`src/rtl/safe_mode_sequencer_pkg.sv`:
```
// Shared definitions for the safe-mode sequencer: FSM state encodings and
// write-enable channel indices.
package safe_mode_sequencer_pkg;

  typedef enum logic [1:0] {
    ST_NORMAL  = 2'd0,
    ST_SAFE    = 2'd1,
    ST_HOLD    = 2'd2,
    ST_RECOVER = 2'd3
  } state_t;

  localparam int CH_PC  = 0;
  localparam int CH_REG = 1;
  localparam int CH_MEM = 2;

endpackage

```
`src/rtl/safe_mode_sequencer_sat_counter.sv`:
```
// Saturating up-counter with synchronous clear; a clear coinciding with an
// increment leaves the count at 1.
module sat_counter #(
  parameter int W = 8
) (
  input  logic         clk,
  input  logic         rst,
  input  logic         clr,
  input  logic         inc,
  output logic [W-1:0] count
);

  logic [W-1:0] r_count;

  always_ff @(posedge clk) begin
    if (rst) begin
      r_count <= '0;
    end else if (clr) begin
      r_count <= inc ? W'(1) : '0;
    end else if (inc && (r_count != '1)) begin
      r_count <= r_count + W'(1);
    end
  end

  assign count = r_count;

endmodule

```
`src/rtl/safe_mode_sequencer.sv`:
```
// Safe-mode sequencer: selects normal/safe write-enables and walks the
// SAFE -> HOLD -> RECOVER -> NORMAL recovery handshake after a fault.
//
//   state      | meaning
//   -----------+----------------------------------------------------------
//   ST_NORMAL  | normal write-enables pass through
//   ST_SAFE    | fault present, safe write-enables selected
//   ST_HOLD    | fault gone, counting down the minimum fault-free hold
//   ST_RECOVER | recover_req high, waiting for recover_ack
module safe_mode_sequencer
  import safe_mode_sequencer_pkg::*;
#(
  parameter int NUM_CH      = 3,
  parameter int HOLD_CYCLES = 16,
  parameter int HOLD_W      = 5,
  parameter int FCNT_W      = 8
) (
  input  logic              clk,
  input  logic              rst,
  input  logic              fault_in,
  input  logic              fault_clear,
  input  logic [NUM_CH-1:0] normal_we,
  input  logic [NUM_CH-1:0] safe_we,
  input  logic              recover_ack,
  output logic [NUM_CH-1:0] we_out,
  output logic              safe_mode,
  output logic              recover_req,
  output logic [1:0]        state_o,
  output logic [FCNT_W-1:0] fault_count
);

  if (HOLD_CYCLES < 1 || (2**HOLD_W) <= HOLD_CYCLES) begin : g_param_chk
    $error("safe_mode_sequencer: need HOLD_CYCLES>=1 and 2**HOLD_W>HOLD_CYCLES");
  end

  localparam logic [HOLD_W-1:0] HOLD_LOAD = HOLD_W'(HOLD_CYCLES - 1);

  state_t            r_state, w_state_nxt;
  logic [HOLD_W-1:0] r_hold, w_hold_nxt;
  logic              r_safe_mode, r_recover_req;
  logic              w_enter_safe;

  always_ff @(posedge clk) begin
    if (rst) begin
      r_state       <= ST_NORMAL;
      r_hold        <= '0;
      r_safe_mode   <= 1'b0;
      r_recover_req <= 1'b0;
    end else begin
      r_state       <= w_state_nxt;
      r_hold        <= w_hold_nxt;
      r_safe_mode   <= (w_state_nxt != ST_NORMAL);
      r_recover_req <= (w_state_nxt == ST_RECOVER);
    end
  end

  always_comb begin
    w_state_nxt = r_state;
    w_hold_nxt  = r_hold;
    case (r_state)
      ST_NORMAL: begin
        if (fault_in) w_state_nxt = ST_SAFE;
      end
      ST_SAFE: begin
        if (!fault_in) begin
          w_state_nxt = ST_HOLD;
          w_hold_nxt  = HOLD_LOAD;
        end
      end
      ST_HOLD: begin
        if (fault_in)            w_state_nxt = ST_SAFE;
        else if (r_hold == '0)   w_state_nxt = ST_RECOVER;
        else                     w_hold_nxt  = r_hold - HOLD_W'(1);
      end
      ST_RECOVER: begin
        // A fault wins over a simultaneous ack.
        if (fault_in)         w_state_nxt = ST_SAFE;
        else if (recover_ack) w_state_nxt = ST_NORMAL;
      end
      default: w_state_nxt = ST_NORMAL;
    endcase
  end

  assign w_enter_safe = (w_state_nxt == ST_SAFE) && (r_state != ST_SAFE);

  sat_counter #(.W(FCNT_W)) u_fault_cnt (
    .clk   (clk),
    .rst   (rst),
    .clr   (fault_clear),
    .inc   (w_enter_safe),
    .count (fault_count)
  );

  // fault_in masks normal writes in the same cycle, ahead of the registered flag.
  assign we_out      = (r_safe_mode | fault_in) ? safe_we : normal_we;
  assign safe_mode   = r_safe_mode;
  assign recover_req = r_recover_req;
  assign state_o     = r_state;

endmodule

```
`config.mk`:
```
export PLATFORM = sky130hd
export DESIGN_NAME = safe_mode_sequencer
export DESIGN_NICKNAME = d
export VERILOG_FILES = /design/src/rtl/safe_mode_sequencer_pkg.sv /design/src/rtl/safe_mode_sequencer_sat_counter.sv /design/src/rtl/safe_mode_sequencer.sv
export SDC_FILE = /design/constraint.sdc
export NUM_CORES = 1
export LEC_CHECK = 0
export ABC_AREA = 0
export BUFFER_PORTS_ARGS = -buffer_cell sky130_fd_sc_hd__buf_2
export CAP_MARGIN = 10
export CORE_UTILIZATION = 45
export DETAILED_ROUTE_END_ITERATION = 6
export PLACE_DENSITY = 0.83
export SYNTH_ARGS = -nofsm -noshare
export SYNTH_HDL_FRONTEND = slang
export SYNTH_SLANG_ARGS = --single-unit
```
`constraint.sdc`:
```
create_clock -name clk -period 1.52 [get_ports clk]
set_input_delay 0.152 -clock clk [delete_from_list [all_inputs] [get_ports clk]]
set_output_delay 0.152 -clock clk [all_outputs]
set_load 0.005 [all_outputs]
```
==> results.txt, run 1 <==
Layout cells sized above 1 = 45.7%
Total die area = 2180 um^2
Root Driver = clkbuf_4
CP Launch Type = flip-flop
Data arrival, critical path = 1.70 ns
Peak VDD IR = 0.391 mV
Max incr delay on CP = 0.35 ns
Worst min-delay path class = input port to flip-flop
WP data required = 1.72 ns
Final net count = 155
Max-cap violations = 0
Outcome = complete, no violations
CP startpoint = r_hold[0]$_SDFFE_PP0P_
Multiplexer share of the synthesized area = 5.01%
Vias after detailed routing = 944
Min Tclk post-route = 1.50 ns
Worst R2R Start = r_hold[0]$_SDFFE_PP0P_
# DRC = 0
Initial Util = 49.9%
Largest family of logic cells by synthesized area = compound AO/OA/AOI/OAI gates
Diode count = 0
Mapped Cells = 103
Slowest-stage cell, CP = dfxtp_2
DR pass1 iterations = 4
Synthesized flop and latch total = 17
Drt via density = 5.72
Critical path peak fanout = 4
Sum Neg Setup Slack = 0 ns
P_leak = 0.520 nW
Final worst clock skew = 0.00864 ns
Final instance area = 1210 um^2
Routed len/inst = 13.9 um
Number of cell rows = 15
Vias in the first global route = 810
CTS Buf Count = 3
Total Wirelength = 2300 um
Clock-pin transition on the worst setup and hold timing paths = 0.11 ns
Synth cell types = 36
First-pass GRT wire length = 3410 um
GP Congestion = 0.883
Core area = 1800 um^2
Dpl hpwl = 1580 um
Drt initial violations = 23
Mapped cell area = 900 um^2
Post-Synth Simple-Gate Area = 23.8%
Fmax = 666 MHz
H-tree levels = 1
WHS = 0.138 ns
CP Class = flip-flop to flip-flop
WP buf/inv = 1
Crit. End Element = flip-flop
Total gr overflow = 0
Final setup fails = 0
Compound-gate portion of the synthesized area = 24.1%
Post-Synth XOR/XNOR Area = 0%
Unrepaired setup endpoints after global routing = true
# clock sinks = 17
Overall power = 0.915 mW
Setup WS post-layout = 0.0187 ns
Antenna violation net count after detailed routing = 0
Sequential fraction of the synthesis area = 37.8%
CTS tree = yes
Critical-path cell list = inv_2, ha_4, nor4b_4, or2_4, nor2_1, a311oi_1
Least-Margin Pin Slew = 0.343 ns
Post-place setup slack = -0.0752 ns
Later-pin clock latency in the skew report = 0.31 ns
Max Slew Vio Count = 0
YS warnings = 0
Adder-Cell Fraction of Synth Area = 4.17%
I/O pin count = 26
Max Root-Sink Buffers = 2
Die H = 46.7 um
Final worst path period share = 98.8%
Initial antenna violation count = 0
Die Wd = 46.7 um
Synth-to-layout area growth = 34.6%
Total global-route track usage = 22.5%
Hold Vio Cnt, Final = 0
Placed Area = 1110 um^2
Synthesized area per cell = 8.73 um^2
Input/output buffers = 25
CP top delay family = simple AND/OR/NAND/NOR gates
Cell area power density = 755 nW/um^2
Pin count of the biggest net entering global routing = 12
Rel. slew slack = 77.0%
Hold wc startpoint = rst
Syn Nets = 117
==> sequential cells by signal, indices dropped and copies added (netlist names) <==
register / cells
state_o: 2
u_fault_cnt.count: 8
safe_mode: 1
recover_req: 1
r_hold: 5
==> Yosys cell counts <==
cell | instances | area (um^2)
a311oi_1 | 1 | 8.76
a22o_1 | 1 | 8.76
nor2b_1 | 2 | 12.5
nand2b_1 | 1 | 6.26
o21a_1 | 3 | 22.5
a41o_1 | 1 | 10.0
buf_2 | 1 | 5.00
nor4b_2 | 1 | 15.0
nand3_1 | 7 | 35.0
or2_1 | 1 | 6.26
nor3b_1 | 1 | 7.51
a21oi_1 | 14 | 70.1
or2b_4 | 1 | 11.3
o21ai_0 | 3 | 15.0
mux2_1 | 1 | 11.3
or2_2 | 1 | 6.26
or4_1 | 3 | 22.5
or3_1 | 4 | 25.0
nand3b_1 | 1 | 7.51
clkbuf_1 | 1 | 3.75
nor2_1 | 4 | 15.0
o31ai_1 | 5 | 37.5
and2_1 | 1 | 6.26
nand4_1 | 1 | 6.26
ha_1 | 3 | 37.5
buf_6 | 1 | 11.3
dfxtp_1 | 17 | 340
o211ai_4 | 1 | 21.3
inv_1 | 6 | 22.5
a31oi_1 | 2 | 12.5
nand2_1 | 4 | 15.0
nor3_1 | 2 | 10.0
buf_1 | 1 | 3.75
o21ai_1 | 2 | 10.0
mux2_2 | 3 | 33.8
nor4_1 | 1 | 6.26
==> final timing paths <==
path / to / slack, ns / depth (start not counted)
max: r_hold[3]$_SDFFE_PP0P_ / 0.02 / 6
min: u_fault_cnt.count[0]$_SDFFE_PP0P_ / 0.14 / 2
max reg2reg: r_hold[3]$_SDFFE_PP0P_ / 0.02 / 6
min reg2reg: r_hold[1]$_SDFFE_PP0P_ / 0.50 / 1
==> area by class of cell <==
class                   instances  area [um^2]
multi-input cells              76          564
clock inverters                 1         5.00
well taps                      25         31.3
clock buffers                   3         22.5
repair buffers                 37          219
fillers                       155          591
inverters                       6         22.5
flip-flops and latches         17          347
==> stage by stage <==
| step | util (%) | instances |
|---|---|---|
| 6_report | 67.2 | 165 |
| 5_1_grt | 67.2 | 165 |
| 4_1_cts | 64.0 | 163 |
| 3_5_place_dp | 61.5 | 159 |
| 3_3_place_gp | 61.5 | 159 |
| 2_1_floorplan | - | 103 |
==> layer usage <==
metal | global-route usage [%] | up-vias | share of wire, %
li1 | - | 454 | -
met5 | 0 | - | 0
met2 | 38.3 | 39 | 49
met4 | 10.3 | 0 | 2.7
met3 | 4.71 | 7 | 4.8
met1 | 27.0 | 444 | 43
==> placed cells by master (no fill, tap or decap), types with 3 or more instances in the layout <==
cell type,count
dfxtp_1,12
or3_1,4
inv_1,4
o31ai_1,5
mux2_2,3
o21a_1,3
nor2_1,3
buf_2,25
clkbuf_4,3
nand2_1,4
nand3_1,5
buf_4,11
o21ai_0,3
dfxtp_2,5
a21oi_1,13
==> report_power, final <==
part           internal, mW  total [mW]  switching (mW)  leakage, nW
registers             0.462       0.476          0.0147        0.141
clock network        0.0984       0.256           0.158       0.0177
logic                0.0927       0.182          0.0892        0.362
==> timing repair <==
action,4_1_cts,5_1_grt
resized for setup,4,15
setup buffers,0,2
hold buffers,0,0
setup endpoints to repair,4,12
cloned,0,0
pin swaps,2,6
==> cells by family after synthesis <==
kind of cell,after synthesis
fa+ha+maj,3
simple gates,36
flops,17
mux,4
compound gates,33
buf+inv,10
Power figures use the tool's default switching activity.
==> run 2, diff against run 1 <==
- CORE_UTILIZATION: 45 -> 46
- SYNTH_HIERARCHICAL: unset -> 1
==> results.txt, run 2 <==
Internal Power = 0.665 mW (was 0.653 mW)
Max reg flops = 8 (unchanged)
Final setup fails = 0 (unchanged)
Crit. End Element = flip-flop (unchanged)
Drt initial violations = 14 (was 23)
Critical-path cell list = inv_2, ha_4, nor4bb_4, a21oi_2, buf_4, and4b_1, nor3_1 (was inv_2, ha_4, nor4b_4, or2_4, nor2_1, a311oi_1)
Sequential share of power = 52.3% (was 52.1%)
Synthesized flop and latch total = 17 (unchanged)
Compound-gate portion of the synthesized area = 15.8% (was 24.1%)
Syn Nets = 125 (was 117)
GP Congestion = 0.792 (was 0.883)
Post-Synth XOR/XNOR Area = 2.67% (was 0%)
Adder-Cell Fraction of Synth Area = 3.81% (was 4.17%)
Max Slew Vio Count = 0 (unchanged)
Max-cap violations = 0 (unchanged)
P_leak = 0.541 nW (was 0.520 nW)
Final instance area = 1260 um^2 (was 1210 um^2)
Initial antenna violation count = 0 (unchanged)
CTS tree = yes (unchanged)
Synth-to-layout area growth = 28.3% (was 34.6%)
Min Tclk post-route = 1.51 ns (was 1.50 ns)
Total die area = 2330 um^2 (was 2180 um^2)
Core area = 1980 um^2 (was 1800 um^2)
Fmax = 663 MHz (was 666 MHz)
Clock-pin transition on the worst setup and hold timing paths = 0.11 ns (about the same)
Largest family of logic cells by synthesized area = simple AND/OR/NAND/NOR gates (was compound AO/OA/AOI/OAI gates)
Total gr overflow = 0 (unchanged)
Most frequent cells in the layout = buf_2 (25), dfxtp_1 (13), buf_4 (11) (was buf_2 (25), a21oi_1 (13), dfxtp_1 (12))
Vias in the first global route = 868 (was 810)
Outcome = complete, no violations (unchanged)
Filler instances = 166 (was 155)
Most instantiated cells after synthesis = dfxtp_1 (17), a21oi_1 (9), inv_1 (7), nand2_1 (7), nor2_1 (6) (was dfxtp_1 (17), a21oi_1 (14), nand3_1 (7), inv_1 (6), o31ai_1 (5))
Most common cell in the netlist = dfxtp_1 (unchanged)
CP Class = flip-flop to flip-flop (unchanged)
Number of synthesized flops with an enable pin = 0 (unchanged)
Mapped cell area = 985 um^2 (was 900 um^2)
Peak VDD IR = 0.583 mV (was 0.391 mV)
Post-place setup slack = -0.0550 ns (was -0.0752 ns)
YS warnings = 6 (was 0)
Layout cells sized above 1 = 42.2% (was 45.7%)
Multiplexer share of the synthesized area = 6.48% (was 5.01%)
Least-Margin Pin Slew = 0.516 ns (was 0.343 ns)
Clock share of power = 27.2% (was 28.0%)
Sw Ratio = 28.6% (about the same)
Slowest-stage cell, CP = dfxtp_2 (unchanged)
Total global-route track usage = 22.2% (was 22.5%)
Combinational share of power = 20.5% (was 19.9%)
Root Driver = clkbuf_4 (unchanged)
First-pass GRT wire length = 3590 um (was 3410 um)
Routed len/inst = 13.5 um (was 13.9 um)
Pin count of the biggest net entering global routing = 14 (was 12)
Critical path peak fanout = 5 (was 4)
Unrepaired setup endpoints after global routing = true (unchanged)
Later-pin clock latency in the skew report = 0.30 ns (was 0.31 ns)
Setup WS post-layout = 0.0118 ns (was 0.0187 ns)
Final net count = 162 (was 155)
Antenna violation net count after detailed routing = 0 (unchanged)
I/O pin count = 26 (unchanged)
Post-Synth Simple-Gate Area = 31.0% (was 23.8%)
Synth cell types = 37 (was 36)
Data arrival, critical path = 1.74 ns (was 1.70 ns)
Rel. slew slack = 65.5% (was 77.0%)
Diode count = 0 (unchanged)
Synth top area cells = dfxtp_1 (35%), a21oi_1 (4.6%), ha_1 (3.8%), mux2_2 (3.4%), and4b_1 (3.0%) (was dfxtp_1 (38%), a21oi_1 (7.8%), ha_1 (4.2%), o31ai_1 (4.2%), nand3_1 (3.9%))
Placed Area = 1180 um^2 (was 1110 um^2)
CP startpoint = r_hold[1]$_SDFFE_PP0P_ (was r_hold[0]$_SDFFE_PP0P_)
H-tree levels = 1 (unchanged)
Post-synth top area share = 34.6% (was 37.8%)
Initial Util = 49.7% (was 49.9%)
CTS Buf Count = 3 (unchanged)
Total Wirelength = 2350 um (was 2300 um)
Post-synth ARST share = 0% (unchanged)
Die H = 48.3 um (was 46.7 um)
Final worst path period share = 99.2% (was 98.8%)
Worst min-delay path class = input port to flip-flop (unchanged)
Max incr delay on CP = 0.34 ns (was 0.35 ns)
CP Launch Type = flip-flop (unchanged)
Mapped Cells = 111 (was 103)
Ys flop type = dfxtp_1 (unchanged)
WP data required = 1.75 ns (was 1.72 ns)
Hold_buf cts = 0 (unchanged)
Hold wc startpoint = fault_clear (was rst)
Drt via density = 5.70 (was 5.72)
Worst R2R Start = r_hold[1]$_SDFFE_PP0P_ (was r_hold[0]$_SDFFE_PP0P_)
Number of cell rows = 16 (was 15)
Cell area power density = 737 nW/um^2 (was 755 nW/um^2)
Vias after detailed routing = 992 (was 944)
Hold Vio Cnt, Final = 0 (unchanged)
Cell taking the most area after synthesis = dfxtp_1 (unchanged)
# clock sinks = 17 (unchanged)
Sequential fraction of the synthesis area = 34.6% (was 37.8%)
P_sw = 0.266 mW (was 0.262 mW)
# DRC = 0 (unchanged)
Synthesized area per cell = 8.87 um^2 (was 8.73 um^2)
Max Root-Sink Buffers = 2 (unchanged)
DR pass1 iterations = 4 (unchanged)
Commonest non-fill, non-tap cell in the layout = buf_2 (unchanged)
Final worst clock skew = 0.00612 ns (was 0.00864 ns)
Die Wd = 48.3 um (was 46.7 um)
Input/output buffers = 25 (unchanged)
Dpl hpwl = 1720 um (was 1580 um)
## run 2: cell count changes after synthesis, moves of 3 or more
cell | before | now
a21oi_1 | 14 | 9
o31ai_1 | 5 | 0
or3_1 | 4 | 0
a211oi_1 | 0 | 3
and4b_1 | 0 | 3
mux2i_1 | 0 | 3
nand2_1 | 4 | 7
nand3_1 | 7 | 4
o21a_1 | 3 | 0
or4_1 | 3 | 0
xnor2_1 | 0 | 3
## run 2: power groups by stage
stage | registers, mW | clock network [mW] | logic [mW]
2_1_floorplan | 0.490 | 0 | 0.113
3_3_place_gp | 0.492 | 0 | 0.165
3_5_place_dp | 0.493 | 0 | 0.174
4_1_cts | 0.484 | 0.261 | 0.181
5_1_grt | 0.489 | 0.272 | 0.213
6_report | 0.486 | 0.253 | 0.191
## run 2: area by class of cell
type | count | area (um^2) | share of cell area, %
multi-input combinational | 83 | 623 | 49.3
clock buffer | 3 | 22.5 | 1.78
timing repair buffer | 36 | 208 | 16.4
sequential | 17 | 345 | 27.3
inverter | 7 | 26.3 | 2.08
tap | 27 | 33.8 | 2.67
clock inverter | 1 | 5.00 | 0.396
## run 2: worst paths after layout
kind	slack, ns	to	cells after the start
setup reg to reg	0.01	r_hold[3]$_SDFFE_PP0P_	7
hold / removal	0.07	u_fault_cnt/count[5]$_SDFFE_PP0P_	2
hold reg to reg	0.52	recover_req$_SDFF_PP0_	1
setup / recovery	0.01	r_hold[3]$_SDFFE_PP0P_	7
## run 2: timing repair
item                                    4_1_cts  5_1_grt
endpoints found under the setup margin        2        9
pin swaps                                     3        7
buffers inserted                              3        0
gates resized for setup                       1       12
## run 2: per-layer routing
layer / share of wire, % / track usage [%] / vias to the layer above / wire [um]
li1: - / - / 489 / -
met1: 38 / 23.6 / 473 / 895
met5: 0 / 0 / - / 0
met2: 56 / 40.8 / 28 / 1320
met4: 0.51 / 7.22 / 0 / 12
met3: 5.2 / 7.04 / 2 / 122
## run 2: cells by family after synthesis
| logic type | count (synthesis) |
|---|---|
| flip-flops | 17 |
| XOR/XNOR | 3 |
| multiplexers | 6 |
| buffers and inverters | 11 |
| adder cells (fa/ha/maj) | 3 |
| AO/OA/AOI/OAI | 24 |
| AND/OR/NAND/NOR | 47 |
## run 2: through the flow
| stage | hold slack [ns] | instances | TNS [ns] | utilization, % | power, mW |
|---|---|---|---|---|---|
| after floorplan | 0.221 | 111 | 0 | - | 0.603 |
| after global placement | 0.395 | 167 | 0 | 59.3 | 0.657 |
| after detailed placement | 0.394 | 167 | -0.0683 | 59.3 | 0.667 |
| after CTS | 0.0607 | 174 | 0 | 61.9 | 0.926 |
| after global routing | 0.0631 | 174 | -0.0702 | 63.8 | 0.974 |
| final | 0.0692 | 174 | 0 | 63.8 | 0.931 |
## run 2: critical path, delay by kind of cell (launching register included)
kind,cells,cell delay (ns)
AO/OA/AOI/OAI,1,0.14
adder cells (fa/ha/maj),1,0.12
AND/OR/NAND/NOR,3,0.60
flip-flops,1,0.34
buffers and inverters,2,0.23
==> run 3, diff against run 2 <==
==> constraint.sdc (replaced) <==
create_clock -name clk -period 1.52 [get_ports clk]
set_input_delay 0.228 -clock clk [delete_from_list [all_inputs] [get_ports clk]]
set_output_delay 0.228 -clock clk [all_outputs]
set_load 0.005 [all_outputs]
==> results.txt, run 3 (same netlist as run 2, synthesis figures left out) <==
Total global-route track usage = 21.5% (was 22.2%)
Die H = 48.3 um (unchanged)
Worst min-delay path class = input port to flip-flop (unchanged)
Final setup fails = 0 (unchanged)
# clock sinks = 17 (unchanged)
Critical path peak fanout = 6 (was 5)
Vias in the first global route = 839 (was 868)
R2R Path End = r_hold[0]$_SDFFE_PP0P_ (was r_hold[3]$_SDFFE_PP0P_)
Max incr delay on CP = 0.34 ns (about the same)
Die Wd = 48.3 um (unchanged)
Total Wirelength = 2330 um (was 2350 um)
Input/output buffers = 25 (unchanged)
Initial antenna violation count = 0 (unchanged)
Cell area power density = 734 nW/um^2 (was 737 nW/um^2)
Setup WS post-layout = 0.0571 ns (was 0.0118 ns)
Drt initial violations = 13 (was 14)
I/O pin count = 26 (unchanged)
Vias after detailed routing = 969 (was 992)
CP top delay family = simple AND/OR/NAND/NOR gates (unchanged)
Top Usage Layer GRT = met2 (unchanged)
Rel. slew slack = 65.7% (was 65.5%)
Critical-path cell list = inv_2, ha_4, nor4bb_4, a21oi_4, and4b_1, nor4_2 (was inv_2, ha_4, nor4bb_4, a21oi_2, buf_4, and4b_1, nor3_1)
Post-place setup slack = -0.0550 ns (unchanged)
DR pass1 iterations = 4 (unchanged)
CTS tree = yes (unchanged)
Sum Neg Setup Slack = 0 ns (unchanged)
WP buf/inv = 1 (was 2)
Stages on the worst setup path = 6 (was 7)
Fmax = 684 MHz (was 663 MHz)
Max Slew Vio Count = 0 (unchanged)
Met2 GRT Util = 38.1% (was 40.8%)
Routed len/inst = 13.5 um (about the same)
CP startpoint = r_hold[1]$_SDFFE_PP0P_ (unchanged)
Most frequent cells in the layout = buf_2 (25), dfxtp_1 (13), buf_4 (10) (was buf_2 (25), dfxtp_1 (13), buf_4 (11))
Inst Count DP = 167 (unchanged)
Met3 usage = 7.41% (was 7.04%)
Drt via density = 5.60 (was 5.70)
GP Congestion = 0.792 (unchanged)
Least-Margin Pin Slew = 0.513 ns (was 0.516 ns)
Dpl hpwl = 1720 um (unchanged)
Final instance area = 1260 um^2 (unchanged)
Pin count of the biggest net entering global routing = 14 (unchanged)
# DRC = 0 (unchanged)
Hold Vio Cnt, Final = 0 (unchanged)
Slowest-stage cell, CP = dfxtp_2 (unchanged)
Data arrival, critical path = 1.67 ns (was 1.74 ns)
Min Tclk post-route = 1.46 ns (was 1.51 ns)
P_leak = 0.537 nW (was 0.541 nW)
Unrepaired setup endpoints after global routing = true (unchanged)
Core area = 1980 um^2 (unchanged)
CP endpoint = r_hold[0]$_SDFFE_PP0P_ (was r_hold[3]$_SDFFE_PP0P_)
Later-pin clock latency in the skew report = 0.30 ns (about the same)
CP Class = flip-flop to flip-flop (unchanged)
Root Driver = clkbuf_4 (unchanged)
Diode count = 0 (unchanged)
Final net count = 161 (was 162)
CP Launch Type = flip-flop (unchanged)
WP data required = 1.73 ns (was 1.75 ns)
Outcome = complete, no violations (unchanged)
Post-route insts no fill = 173 (was 174)
Max Root-Sink Buffers = 2 (unchanged)
Register-to-Register Path Depth = 6 (was 7)
First-pass GRT wire length = 3480 um (was 3590 um)
Total die area = 2330 um^2 (unchanged)
Initial Util = 49.7% (unchanged)
Synth-to-layout area growth = 28.3% (unchanged)
Reg2reg setup slack = 0.06 ns (was 0.01 ns)
Global-route met1 utilization = 23.4% (was 23.6%)
H-tree levels = 1 (unchanged)
Final worst path period share = 96.2% (was 99.2%)
Final worst clock skew = 0.00922 ns (was 0.00612 ns)
Number of cell rows = 16 (unchanged)
Max-cap violations = 0 (unchanged)
Filler instances = 166 (unchanged)
CTS Buf Count = 3 (unchanged)
Max reg flops = 8 (unchanged)
Crit. End Element = flip-flop (unchanged)
Antenna violation net count after detailed routing = 0 (unchanged)
Total gr overflow = 0 (unchanged)
Layout cells sized above 1 = 41.1% (was 42.2%)
Commonest non-fill, non-tap cell in the layout = buf_2 (unchanged)
Peak VDD IR = 0.568 mV (was 0.583 mV)
Clock-pin transition on the worst setup and hold timing paths = 0.11 ns (about the same)
Overall power = 0.927 mW (was 0.931 mW)
Worst R2R Start = r_hold[1]$_SDFFE_PP0P_ (unchanged)
Placed Area = 1180 um^2 (unchanged)
==> run 3: cell count changes in the layout (fill, tap and decap cells not counted), sizes merged <==
| cell | before | now |
|---|---|---|
| buf | 36 | 35 |
==> run 3: area by class of cell <==
class	instances	area [um^2]	area share (%)
multi-input cells	83	631	49.9
repair buffers	35	200	15.8
well taps	27	33.8	2.67
flip-flops and latches	17	345	27.3
inverters	7	26.3	2.08
clock buffers	3	22.5	1.78
clock inverters	1	5.00	0.396
==> run 3: worst register-to-register path, cell delays in order, from the launching register on <==
cell and delay [ns]:
dfxtp_2 0.34, inv_2 0.07, ha_4 0.12, nor4bb_4 0.31, a21oi_4 0.13, and4b_1 0.22, nor4_2 0.19
==> run 3: metal layers <==
layer	vias up	share of wire, %
met5	-	0
met4	0	0.51
met3	2	4.2
met2	23	55
met1	457	40
li1	487	-
==> run 3: timing repair <==
action,in CTS,in global routing
endpoints found under the setup margin,5,9
hold endpoints to repair,0,0
pin swaps,1,4
resized for setup,1,13
setup buffers,0,2
hold buffers,0,0
==> run 3: report_power, final <==
part,internal [mW],total [mW],switching [mW]
Combinational,0.0978,0.190,0.0923
Sequential,0.466,0.487,0.0207
Clock,0.0980,0.250,0.152
==> run 3: metrics by stage <==
stage / util [%] / hold WS [ns]
after floorplan: - / 0.297
after global placement: 59.3 / 0.471
after detailed placement: 59.3 / 0.470
after CTS: 60.9 / 0.137
after global routing: 63.8 / 0.139
final: 63.8 / 0.146
==> run 3: how the worst min path moves through the flow <==
| stage | to | start | cells after the start | slack, ns |
|---|---|---|---|---|
| floorplan | u_fault_cnt/count[0]$_SDFFE_PP0P_ | rst | 1 | 0.30 |
| global placement | u_fault_cnt/count[5]$_SDFFE_PP0P_ | fault_clear | 2 | 0.47 |
| detailed placement | u_fault_cnt/count[5]$_SDFFE_PP0P_ | fault_clear | 2 | 0.47 |
| CTS | u_fault_cnt/count[5]$_SDFFE_PP0P_ | fault_clear | 2 | 0.14 |
| global route | u_fault_cnt/count[5]$_SDFFE_PP0P_ | fault_clear | 2 | 0.14 |
| finish | u_fault_cnt/count[5]$_SDFFE_PP0P_ | fault_clear | 2 | 0.15 |
